### src/rtl/div_seq_if.sv
// Handshake and operand bundle between the EX stage (master) and the divider sequencer (slave).
interface div_seq_if #(
  parameter int WIDTH = 32
);
  logic                 signed_div_i;
  logic [WIDTH-1:0]     opdata1_i;
  logic [WIDTH-1:0]     opdata2_i;
  logic                 start_i;
  logic                 annul_i;
  logic [2*WIDTH-1:0]   result_o;
  logic                 ready_o;

  modport master (
    output signed_div_i, opdata1_i, opdata2_i, start_i, annul_i,
    input  result_o, ready_o
  );

  modport slave (
    input  signed_div_i, opdata1_i, opdata2_i, start_i, annul_i,
    output result_o, ready_o
  );
endinterface

### src/rtl/div_seq.sv
// div_seq: multi-cycle restoring divider returning {remainder, quotient} for HI/LO.
// Optional macro DIV_ZERO_DIVIDEND_EN routes a zero dividend through the one-cycle BYZERO path.
module div_seq #(
  parameter int WIDTH = 32
) (
  input  logic      clk,
  input  logic      rst,
  div_seq_if.slave  bus
);

  localparam int             CW   = $clog2(WIDTH + 1);
  localparam logic [CW-1:0]  LAST = CW'(WIDTH);

  typedef enum logic [1:0] {
    S_FREE,
    S_BYZERO,
    S_ON,
    S_END
  } state_t;

  state_t              state_q, state_d;
  logic [CW-1:0]       cnt_q, cnt_d;
  logic [WIDTH-1:0]    quo_q, quo_d;   // dividend shifting out, quotient shifting in
  logic [WIDTH-1:0]    rem_q, rem_d;
  logic [WIDTH-1:0]    dsr_q, dsr_d;
  logic                neg_quo_q, neg_quo_d;
  logic                neg_rem_q, neg_rem_d;
  logic [2*WIDTH-1:0]  result_q, result_d;
  logic                ready_q, ready_d;

  logic                op1_neg, op2_neg;
  logic [WIDTH-1:0]    op1_mag, op2_mag;
  logic                fast_path;
  logic [WIDTH:0]      trial;
  logic [WIDTH-1:0]    quo_fix, rem_fix;

  assign op1_neg = bus.signed_div_i & bus.opdata1_i[WIDTH-1];
  assign op2_neg = bus.signed_div_i & bus.opdata2_i[WIDTH-1];
  assign op1_mag = op1_neg ? -bus.opdata1_i : bus.opdata1_i;
  assign op2_mag = op2_neg ? -bus.opdata2_i : bus.opdata2_i;

`ifdef DIV_ZERO_DIVIDEND_EN
  assign fast_path = (bus.opdata2_i == '0) || (bus.opdata1_i == '0);
`else
  assign fast_path = (bus.opdata2_i == '0);
`endif

  // Partial remainder stays below the divisor, so a WIDTH+1 bit difference has its MSB as the borrow.
  assign trial   = {rem_q, quo_q[WIDTH-1]} - {1'b0, dsr_q};
  assign quo_fix = neg_quo_q ? -quo_q : quo_q;
  assign rem_fix = neg_rem_q ? -rem_q : rem_q;

  always_comb begin
    // NOTE: every variable gets its hold value first so no path through the case infers a latch.
    state_d   = state_q;
    cnt_d     = cnt_q;
    quo_d     = quo_q;
    rem_d     = rem_q;
    dsr_d     = dsr_q;
    neg_quo_d = neg_quo_q;
    neg_rem_d = neg_rem_q;
    result_d  = result_q;
    ready_d   = ready_q;

    if (bus.annul_i) begin
      state_d  = S_FREE;
      cnt_d    = '0;
      result_d = '0;
      ready_d  = 1'b0;
    end else begin
      unique case (state_q)
        S_FREE: begin
          result_d = '0;
          ready_d  = 1'b0;
          if (bus.start_i) begin
            quo_d     = op1_mag;
            dsr_d     = op2_mag;
            rem_d     = '0;
            cnt_d     = '0;
            neg_quo_d = op1_neg ^ op2_neg;
            neg_rem_d = op1_neg;
            state_d   = fast_path ? S_BYZERO : S_ON;
          end
        end

        S_BYZERO: begin
          result_d = '0;
          ready_d  = 1'b1;
          state_d  = S_END;
        end

        S_ON: begin
          if (cnt_q == LAST) begin
            result_d = {rem_fix, quo_fix};
            ready_d  = 1'b1;
            state_d  = S_END;
          end else begin
            rem_d = trial[WIDTH] ? {rem_q[WIDTH-2:0], quo_q[WIDTH-1]} : trial[WIDTH-1:0];
            quo_d = {quo_q[WIDTH-2:0], ~trial[WIDTH]};
            cnt_d = cnt_q + 1'b1;
          end
        end

        S_END: begin
          if (!bus.start_i) begin
            result_d = '0;
            ready_d  = 1'b0;
            state_d  = S_FREE;
          end
        end

        default: state_d = S_FREE;
      endcase
    end
  end

  always_ff @(posedge clk) begin
    // NOTE: sequential state uses non-blocking assignments so every register samples pre-edge values.
    if (rst) begin
      state_q   <= S_FREE;
      cnt_q     <= '0;
      quo_q     <= '0;
      rem_q     <= '0;
      dsr_q     <= '0;
      neg_quo_q <= 1'b0;
      neg_rem_q <= 1'b0;
      result_q  <= '0;
      ready_q   <= 1'b0;
    end else begin
      state_q   <= state_d;
      cnt_q     <= cnt_d;
      quo_q     <= quo_d;
      rem_q     <= rem_d;
      dsr_q     <= dsr_d;
      neg_quo_q <= neg_quo_d;
      neg_rem_q <= neg_rem_d;
      result_q  <= result_d;
      ready_q   <= ready_d;
    end
  end

  assign bus.result_o = result_q;
  assign bus.ready_o  = ready_q;

  a_ready_only_in_end: assert property (@(posedge clk) ready_q == (state_q == S_END));
  a_zero_when_idle:    assert property (@(posedge clk) !ready_q |-> (result_q == '0));
  a_count_bounded:     assert property (@(posedge clk) cnt_q <= LAST);

endmodule
### src/flat_wrapper.sv
// flat-port wrapper written by rule: the top's interface ports become plain ports
module div_seq_flat 
#(
  parameter int WIDTH = 32
)
  (clk, rst, bus_signed_div_i, bus_opdata1_i, bus_opdata2_i, bus_start_i, bus_annul_i, bus_result_o, bus_ready_o);
  div_seq_if #(.WIDTH(WIDTH)) bus_i ();
  input  logic clk;
  input  logic rst;
  input wire logic [$bits(bus_i.signed_div_i)-1:0] bus_signed_div_i;
  input wire logic [$bits(bus_i.opdata1_i)-1:0] bus_opdata1_i;
  input wire logic [$bits(bus_i.opdata2_i)-1:0] bus_opdata2_i;
  input wire logic [$bits(bus_i.start_i)-1:0] bus_start_i;
  input wire logic [$bits(bus_i.annul_i)-1:0] bus_annul_i;
  output wire logic [$bits(bus_i.result_o)-1:0] bus_result_o;
  output wire logic [$bits(bus_i.ready_o)-1:0] bus_ready_o;
  assign bus_i.signed_div_i = bus_signed_div_i;
  assign bus_i.opdata1_i = bus_opdata1_i;
  assign bus_i.opdata2_i = bus_opdata2_i;
  assign bus_i.start_i = bus_start_i;
  assign bus_i.annul_i = bus_annul_i;
  assign bus_result_o = bus_i.result_o;
  assign bus_ready_o = bus_i.ready_o;
  div_seq #(.WIDTH(WIDTH)) u_core (.clk(clk), .rst(rst), .bus(bus_i));
endmodule
### config.mk
export PLATFORM = sky130hd
export DESIGN_NAME = div_seq_flat
export DESIGN_NICKNAME = d
export VERILOG_FILES = /design/src/rtl/div_seq_if.sv /design/src/rtl/div_seq.sv /design/src/flat_wrapper.sv
export SDC_FILE = /design/constraint.sdc
export NUM_CORES = 1
export LEC_CHECK = 0
export BUFFER_PORTS_ARGS = -buffer_cell sky130_fd_sc_hd__buf_2
export CORE_MARGIN = 3
export CORE_UTILIZATION = 30
export CTS_BUF_LIST = sky130_fd_sc_hd__clkbuf_2 sky130_fd_sc_hd__clkbuf_4 sky130_fd_sc_hd__clkbuf_8
export DETAILED_ROUTE_END_ITERATION = 10
export GPL_TIMING_DRIVEN = 1
export MAX_ROUTING_LAYER = met4
export PLACE_DENSITY = 0.45
export SYNTH_ARGS = -nofsm -noshare
export SYNTH_HDL_FRONTEND = slang
export SYNTH_SLANG_ARGS = --single-unit
### constraint.sdc
create_clock -name clk -period 4.05 [get_ports clk]
set_clock_uncertainty 0.05 [all_clocks]
set_input_delay 0.2025 -clock clk [delete_from_list [all_inputs] [get_ports clk]]
set_output_delay 0.2025 -clock clk [all_outputs]
set_load 0.02 [all_outputs]
---- After elaboration in Yosys (flattened, before gate mapping) ----
Index checks and enable logic that the tools add are counted.
cells by class
  add/sub/neg operators ................... 6
  reductions and logical operators ........ 10
  muxes and demuxes ....................... 25
  equal/unequal tests ..................... 8
  bitwise operators ....................... 5
operators with widths
  operator               count
  $mux W32               9
  $pmux W64 S3           1
  $mux W64               2
  $neg A32 Y32           4
  $pmux W32 S2           2
  $sub A33 B32 Y33       1
  $logic_not A32 Y1      1
  $mux W6                2
  $pmux W6 S2            1
  $reduce_and A3 Y1      3
  $mux W2                4
  $pmux W2 S4            1
  $add A6 B1 Y6 const B  1
  $eq A6 B6 Y1 const B   1
  $ne A2 B2 Y1 const B   3
  $eq A2 B2 Y1 const B   2
  $pmux W1 S4            1
  $reduce_and A4 Y1      1
  $reduce_or A2 Y1       2
  $and A1 B1 Y1          2
  $eq A2 B1 Y1 const B   1
  $logic_not A2 Y1       1
  $mux W1                2
  $ne A2 B1 Y1 const B   1
  4 further kinds        5
word-level totals
  input bits .............................. 69
  flip-flop bits (word level) ............. 171
  logic and storage cells ................. 63
  output and inout bits ................... 65

---- Logic depth before layout (Yosys ltp) ----
Gate-level depths: netlist of the first run.
  depth after elaboration ................. 4
  mapped depth ............................ 13
  depth with buffers taken out ............ 12

---- Worst setup path after synthesis of the first run ----
Ideal clock, no wire load.
  path kind ............................... flip-flop to flip-flop
  start ................................... reg u_core.quo_q[31]
  end ..................................... reg u_core.rem_q[1]
  clock period less this slack ............ 2.995 ns
  required time ........................... 3.883 ns
  library setup time ...................... 0.117 ns
  slack ................................... 1.055 ns
  arrival ................................. 2.828 ns
  cell stages (with the launch flop) ...... 14
  buffers on the path ..................... 1
  cell sequence ........................... dfxtp_1 inv_1 ha_1 fa_1 nor2b_1 o21ai_0 a21oi_1 o211ai_1 a22oi_2 a31oi_1 xnor2_1 buf_4 mux2i_1 a22o_1
on the way
  cells in the longest elaborated chain, start to end .. 4
RTL lines
  item                      RTL line        RTL
  start: declaration        div_seq.sv:23   logic [WIDTH-1:0] quo_q, quo_d;
  start signal: assignment  div_seq.sv:132  quo_q <= quo_d;
  $sub A33 B32 Y33          div_seq.sv:49   assign trial = {rem_q, quo_q[WIDTH-1]} - {1'b0, dsr_q};
  $mux W32                  div_seq.sv:98   rem_d = trial[WIDTH] ? {rem_q[WIDTH-2:0], quo_q[WIDTH-1]} : trial[WIDTH-1:0];
  $mux W32                  div_seq.sv:93   if (cnt_q == LAST) begin
  $pmux W32 S2              div_seq.sv:71   unique case (state_q)
  end signal: assignment    div_seq.sv:133  rem_q <= rem_d;
  end: declaration          div_seq.sv:24   logic [WIDTH-1:0] rem_q, rem_d;
Every way passes these cells. The select of a mux whose other input is x is not followed.
A chain may end at the register's enable or synchronous reset.

---- Worst setup path after layout of the first run ----
  start ................................... reg u_core.quo_q[31]
  end ..................................... reg u_core.rem_q[9]
Same word-level chain as after synthesis.

==> results of run 1 <==
## worst min-delay path by stage
| stage | start | to | cells past startpoint |
|---|---|---|---|
| finish | bus_opdata1_i[31] | u_core.neg_quo_q$_SDFFE_PP0P_ | 4 |
| global route | bus_opdata1_i[31] | u_core.neg_quo_q$_SDFFE_PP0P_ | 4 |
| CTS | bus_opdata2_i[8] | u_core.dsr_q[8]$_SDFFE_PP0P_ | 3 |
| detailed placement | u_core.bus.result_o[27]$_SDFFE_PP0P_ | u_core.bus.result_o[27]$_SDFFE_PP0P_ | 2 |
| global placement | u_core.bus.result_o[59]$_SDFFE_PP0P_ | u_core.bus.result_o[59]$_SDFFE_PP0P_ | 2 |
| floorplan | bus_opdata2_i[0] | u_core.dsr_q[0]$_SDFFE_PP0P_ | 2 |
## cells by family (layout without fill, tap and decap cells)
family                   Yosys count  count (layout)  synth area share, %
AO/OA/AOI/OAI                    405             405                 23.5
flip-flops                       171             171                 31.4
multiplexers                      23              23                 2.11
other                              0               1                    0
AND/OR/NAND/NOR                  513             513                 21.2
buffers and inverters            139             251                 4.87
adder cells (fa/ha/maj)           43              43                 5.01
XOR/XNOR                         148             148                 11.9
## placed cells by master (no fill, tap or decap), types with 4 or more instances in the layout
| cell type | n |
|---|---|
| nand2_1 | 226 |
| dfxtp_1 | 171 |
| buf_2 | 133 |
| nor2_1 | 128 |
| o21ai_0 | 118 |
| a21oi_1 | 112 |
| xnor2_1 | 82 |
| xor2_1 | 65 |
| inv_1 | 53 |
| ha_1 | 41 |
| nand3_1 | 39 |
| a22oi_1 | 38 |
| a211oi_1 | 26 |
| nor3_1 | 23 |
| mux2i_1 | 23 |
| o31ai_1 | 22 |
| buf_4 | 22 |
| o41ai_1 | 19 |
| or4_1 | 18 |
| clkbuf_8 | 17 |
| dlygate4sd3_1 | 11 |
| or2_2 | 10 |
| or3_1 | 10 |
| a32oi_1 | 10 |
| nor4_1 | 9 |
| and3_1 | 8 |
| nor2b_1 | 8 |
| o21a_1 | 8 |
| nand2b_1 | 7 |
| inv_8 | 7 |
| nand4_1 | 6 |
| and2_1 | 5 |
| a21o_1 | 5 |
| a311oi_1 | 4 |
| o2111ai_1 | 4 |
| o211ai_1 | 4 |
| a211o_1 | 4 |
| a31oi_1 | 4 |
| clkinv_4 | 4 |
## worst reg2reg max path, delay by kind of cell, from the launching register on
kind	cells	cell delay, ns
compound gates	6	1.21
fa+ha+maj	2	0.64
buf+inv	2	0.47
flops	1	0.40
mux	1	0.24
simple gates	1	0.19
xor+xnor	1	0.18
## synthesized netlist by cell type (26+ instances only)
cell / count / area share (%)
a211oi_1: 26 / 1.8
a21oi_1: 112 / 5.1
a22oi_1: 38 / 2.6
clkbuf_1: 77 / 2.7
dfxtp_1: 171 / 31
ha_1: 42 / 4.8
inv_1: 53 / 1.8
nand2_1: 226 / 7.8
nand3_1: 39 / 1.8
nor2_1: 131 / 4.5
o21ai_0: 118 / 5.4
xnor2_1: 83 / 6.7
xor2_1: 65 / 5.2
## flip-flops by register name (all words and copies together), names as in the netlist
name / flops
u_core.bus.result_o: 64
u_core.dsr_q: 32
u_core.quo_q: 32
u_core.rem_q: 32
u_core.cnt_q: 6
u_core.state_q: 2
u_core.bus.ready_o: 1
u_core.neg_quo_q: 1
u_core.neg_rem_q: 1
## through the flow
stage | hold WS (ns) | setup slack (ns)
CTS | 0.00274 | 0.527
floorplan | 0.288 | 1.06
global placement | 0.387 | 0.683
detailed placement | 0.389 | 0.541
global route | 0.0181 | 0.151
finish | 0.0314 | 0.538
## timing repair
| action | 4_1_cts | 5_1_grt |
|---|---|---|
| hold buffers | 11 | 0 |
| hold endpoints to repair | 11 | 0 |
| setup buffers | 0 | 0 |
## metal layers
layer,vias to the layer above,part of all wire [%],routed length (um),track usage [%]
met5,-,0,0,-
met4,0,2.0,722,4.83
met3,36,4.1,1490,3.01
met1,4863,51,18600,27.7
li1,5302,-,-,-
met2,216,43,15900,28.8
## final cells by class
class / instances / area [um^2] / share of cell area (%)
multi-input combinational: 1132 / 6960 / 55.7
antenna: 1 / 2.50 / 0.0200
sequential: 171 / 3420 / 27.4
timing repair buffer: 166 / 941 / 7.52
clock inverter: 15 / 168 / 1.34
inverter: 53 / 199 / 1.59
tap: 461 / 577 / 4.61
clock buffer: 17 / 234 / 1.87
## power groups by stage
stage / combinational, mW / sequential, mW / clock [mW]
detailed placement: 0.853 / 1.84 / 0
global route: 0.966 / 1.81 / 1.37
finish: 0.864 / 1.80 / 1.26
CTS: 0.863 / 1.80 / 1.31
floorplan: 0.596 / 1.82 / 0
global placement: 0.857 / 1.84 / 0
==> flow_summary.ini, run 1 <==
[synthesis]
syn-cell-area_mm2 = 0.0109
syn_nets = 1554
synth_edf_count = 0
ys_ff_latch = 171
syn-mean-instance-area_um2 = 7.56
syn_inst = 1442
async_reset_ff_share_pct = 0
ys_seq_area_share_pct = 31.4
yosysWarnings = 0
ys.flop_type = dfxtp_1
ys_types = 65

[clock_network]
cts_buffers = 17
htree_levels = 4
clk_path_buf_depth = 2
clk_pin_slew_worst_paths_ns = 0.11
clk_latency_ns = 0.49
clock_sinks = 171
cts_root_buf = clkbuf_8
cts_resized = 0
cts_tree = built

[placement]
placed_cells_incl_taps = 1972
placed_area_mm2 = 0.0120
dp_hpwl_um = 28400
gp_congestion = 0.899
portBuffers = 133

[critical_path]
crit_buf_inv = 2
r2r_start = u_core.quo_q[31]$_SDFFE_PP0P_
cp-endpoint = u_core.rem_q[9]$_SDFFE_PP0P_
crit_arrival_ns = 3.80
startpoint_type = flop
r2r_end = u_core.rem_q[9]$_SDFFE_PP0P_
crit_start = u_core.quo_q[31]$_SDFFE_PP0P_
worstPathMaxFanout = 23
end_kind = flop
max_stage_delay_ns = 0.42
path_depth = 13
critical-path-top-delay-family = compound AO/OA/AOI/OAI gates
worstPathRequired_ns = 4.34
r2r_slack_ns = 0.54
cp_slowest_cell = fa_1
crit_path_frequent_cell = o21ai_0
crit_type = reg2reg
reg2reg_depth = 13
path_cells = inv_1 -> ha_1 -> fa_1 -> nor2b_1 -> o21ai_0 -> a21oi_1 -> o211ai_1 -> a22oi_2 -> a31oi_1 -> xnor2_2 -> buf_4 -> mux2i_1 -> o21ai_0

[floorplan]
dieArea_mm2 = 0.0386
rows = 69
start_util_pct = 30.6
die_w_um = 197
core-area_mm2 = 0.0357
ios = 134
fp.dieH_um = 197

[pwr]
finalPower_mw = 3.93
powerDensity_mw_per_mm2 = 314
p_seq_share_pct = 45.9
pwr-share-clk_pct = 32.1
internal_power_mw = 2.53
leakagePower_nw = 4.86
ir_worst_vdd_mv = 0.176
p_sw_mw = 1.40
switching_share_pct = 35.7
combPwrFrac_pct = 22.0

[finish]
final_nets = 1653
drive_above_1_share_pct = 13.9
stdcell_count = 2016
fin_area_mm2 = 0.0125
utilization_pct = 35.1
areaGrowthSynthToFinish_pct = 14.8
fillers = 3785

[detailed_routing]
routed_via_density = 5.17
vias = 10417
drc = 0
ant_nets = 0
drtPass1Iterations = 5
wl_per_cell_um = 18.2
wl_um = 36700
drt-initial-drc-count = 692

[worst_hold_path]
holdCritPathClass = in2reg

[timing]
rsz0062_at_grt = no
period_share_pct = 86.7
relSlewSlack_pct = 25.6
drv_slew = 0
hold_viol = 0
worst_slew_pin_slew_ns = 1.11
finalSetupViolCount = 0
setup-tns-final_ns = 0
min_period_ns = 3.51
max_freq_mhz = 285

[status]
outcome = complete, no violations

[grt]
antenna_found_initial = 2
overflow = 0
grt_pass1_vias = 9826
grt_pass1_wl_um = 57800
grt_max_degree = 61
grt_usage_pct = 19.4

[flow_run]
cap_violations = 0
(Power assumes the default switching activity.)
==> run 2: changes to the inputs <==
--- a/config.mk
+++ b/config.mk
@@ -5,6 +5,7 @@
 export SDC_FILE = /design/constraint.sdc
 export NUM_CORES = 1
 export LEC_CHECK = 0
+export ABC_AREA = 1
 export BUFFER_PORTS_ARGS = -buffer_cell sky130_fd_sc_hd__buf_2
 export CORE_MARGIN = 3
 export CORE_UTILIZATION = 30
@@ -12,7 +13,7 @@
 export DETAILED_ROUTE_END_ITERATION = 10
 export GPL_TIMING_DRIVEN = 1
 export MAX_ROUTING_LAYER = met4
-export PLACE_DENSITY = 0.45
+export PLACE_DENSITY = 0.44
 export SYNTH_ARGS = -nofsm -noshare
 export SYNTH_HDL_FRONTEND = slang
 export SYNTH_SLANG_ARGS = --single-unit
==> flow_summary.ini, run 2 <==
[detailed_routing]
wl_um = 50600
drtPass1Iterations = 7
wl_per_cell_um = 17.3
vias = 14235
drc = 0
drt-initial-drc-count = 1053
routed_via_density = 4.87
ant_nets = 0

[clock_network]
ctsHoldBuffers = 39
postCtsSetupBuffers = 0
htree_levels = 4
clock_sinks = 171
clk_pin_slew_worst_paths_ns = 0.12
cts_buffers = 17
clk_latency_ns = 0.56
cts_tree = built
clk_path_buf_depth = 2
cts_root_buf = clkbuf_8
cts_resized = 0

[synthesis]
muxShareOfSynthArea_pct = 0
synth_top_cells_by_area = dfxtp_1, nand2_1, inv_1
ys_ff_latch = 171
ys.flop_type = dfxtp_1
yosys.area.top_type = dfxtp_1
synth_fa_ha_area_share_pct = 4.08
yosysWarnings = 0
synth_top_family_by_area = simple AND/OR/NAND/NOR gates
ys_seq_area_share_pct = 25.6
synth_common_cells = nand2_1, inv_1, a21oi_1, nand3_1, dfxtp_1
synth_edf_count = 0
synth_most_common_cell = nand2_1
async_reset_ff_share_pct = 0
synth_xor_area_share_pct = 3.15
synthSimpleGateAreaFrac_pct = 38.9
syn-mean-instance-area_um2 = 6.08
ys_types = 55
syn_nets = 2311
syn_inst = 2199
yosys.area.top_type_share_pct = 25.6
synth-compound-area-share_pct = 16.1
syn-cell-area_mm2 = 0.0134

[floorplan]
dieArea_mm2 = 0.0471
ios = 134
rows = 76
fp.dieH_um = 217
core-area_mm2 = 0.0436
die_w_um = 217
start_util_pct = 30.7

[critical_path]
crit_type = reg2reg
end_kind = flop
r2r_end = u_core.rem_q[6]$_SDFFE_PP0P_
reg2reg_depth = 16
r2r_start = u_core.rem_q[0]$_SDFFE_PP0P_
startpoint_type = flop
crit_arrival_ns = 3.10
worstPathMaxFanout = 16
r2r_slack_ns = 1.29
worstPathRequired_ns = 4.38

[worst_hold_path]
hold_path_depth = 4
hold_start = bus_opdata1_i[20]
holdCritPathClass = in2reg
whs_endpoint = u_core.quo_q[20]$_SDFFE_PP0P_

[finish]
final_cell_mix = nand2_1, inv_1, a21oi_1
final_nets = 2438
fillers = 4995
stdcell_count = 2924
largest_reg_flops = 64
areaGrowthSynthToFinish_pct = 14.9
layout_commonest_cell = nand2_1
drive_above_1_share_pct = 12.6
antenna_cells = 0

[grt]
antenna_found_initial = 0
grt_pass1_wl_um = 77900
overflow = 0
grt_usage_pct = 22.0
grt_max_degree = 71
grt_pass1_vias = 13373

[pwr]
p_sw_mw = 1.60
finalPower_mw = 4.49
pwr-share-clk_pct = 33.3
leakagePower_nw = 7.40
switching_share_pct = 35.7
internal_power_mw = 2.89
p_seq_share_pct = 40.0
combPwrFrac_pct = 26.8
ir_worst_vdd_mv = 0.193
powerDensity_mw_per_mm2 = 292

[flow_run]
cap_violations = 0

[timing]
hold_viol = 0
min_period_ns = 2.76
relSlewSlack_pct = 20.3
period_share_pct = 68.2
worst_slew_pin_slew_ns = 1.19
setup-tns-final_ns = 0
drv_slew = 0
max_freq_mhz = 362
finalSetupViolCount = 0
rsz0062_at_grt = no

[placement]
gp_congestion = 0.906
portBuffers = 133
placed_cells_incl_taps = 2853
dp_hpwl_um = 39800

[status]
outcome = complete, no violations
==> run 2: cell types whose count changed after synthesis, moves of 23 or more <==
cell and delta:
xor2_1 -31, inv_1 +259, nand4_1 +28, clkbuf_1 -35
mux2i_1 -23, a21oi_1 +87, nand3_1 +156, nor2_1 +25
a22oi_1 -37, o21ai_0 -28, nand2_1 +405, xnor2_1 -69
==> run 2: kinds of logic after synthesis <==
logic type	after synthesis
xor+xnor	48
buf+inv	406
compound gates	381
fa+ha+maj	43
flops	171
simple gates	1150
==> run 2: layer usage <==
layer / GRT usage (%) / vias to the layer above / share of wire, % / routed length (um)
met5: - / - / 0 / 0
met4: 7.02 / 0 / 2.4 / 1220
met3: 3.60 / 59 / 4.3 / 2190
met2: 32.6 / 292 / 43 / 21700
met1: 30.6 / 6556 / 50 / 25400
li1: - / 7328 / - / -
==> run 2: critical path, stage by stage, from the launching register on <==
cell     delay, ns
dfxtp_1       0.42
inv_1         0.15
fa_1          0.49
inv_1         0.12
nand2_1       0.05
nand2_1       0.07
nand3_1       0.08
nand2_2       0.13
nand2_4       0.07
nand2_4       0.08
nand2_8       0.07
nand2_4       0.10
nand2_4       0.13
nand2_4       0.33
nand2_1       0.09
nand3_1       0.08
a21oi_1       0.07
==> run 2: cell type report <==
class	count	area (um^2)	area share [%]
Sequential cell	171	3420	22.3
Clock inverter	11	190	1.24
Inverter	328	1230	8.04
Timing Repair Buffer	186	1160	7.56
Clock buffer	21	283	1.84
Multi-Input combinational cell	1622	8330	54.3
Tap cell	585	732	4.77
==> run 2: power groups by stage <==
stage	registers (mW)	clock network (mW)	logic, mW
2_1_floorplan	1.81	0	0.805
3_3_place_gp	1.83	0	1.16
3_5_place_dp	1.83	0	1.16
4_1_cts	1.79	1.55	1.20
5_1_grt	1.80	1.61	1.35
6_report	1.79	1.49	1.20
==> run 2: per-stage QoR <==
| stage | util, % | hold slack [ns] | area [um^2] | setup WS, ns |
|---|---|---|---|---|
| 6_report | 35.3 | 0.0544 | 15400 | 1.29 |
| 5_1_grt | 35.3 | 0.0394 | 15400 | 1.05 |
| 4_1_cts | 35.3 | 0.00470 | 15400 | 1.27 |
| 3_5_place_dp | 33.3 | 0.403 | 14500 | 1.28 |
| 3_3_place_gp | 33.3 | 0.402 | 14500 | 1.33 |
| 2_1_floorplan | - | 0.303 | 13400 | 1.74 |
==> run 2: worst max-delay path by stage <==
stage / start / cells after the start / slack (ns) / endpoint
after floorplan: u_core.quo_q[31]$_SDFFE_PP0P_ / 18 / 1.74 / u_core.rem_q[13]$_SDFFE_PP0P_
after global placement: u_core.quo_q[31]$_SDFFE_PP0P_ / 17 / 1.33 / u_core.rem_q[3]$_SDFFE_PP0P_
after detailed placement: u_core.quo_q[31]$_SDFFE_PP0P_ / 17 / 1.28 / u_core.rem_q[3]$_SDFFE_PP0P_
after CTS: u_core.quo_q[31]$_SDFFE_PP0P_ / 17 / 1.27 / u_core.rem_q[4]$_SDFFE_PP0P_
after global routing: u_core.quo_q[31]$_SDFFE_PP0P_ / 17 / 1.05 / u_core.rem_q[4]$_SDFFE_PP0P_
final: u_core.rem_q[0]$_SDFFE_PP0P_ / 16 / 1.29 / u_core.rem_q[6]$_SDFFE_PP0P_
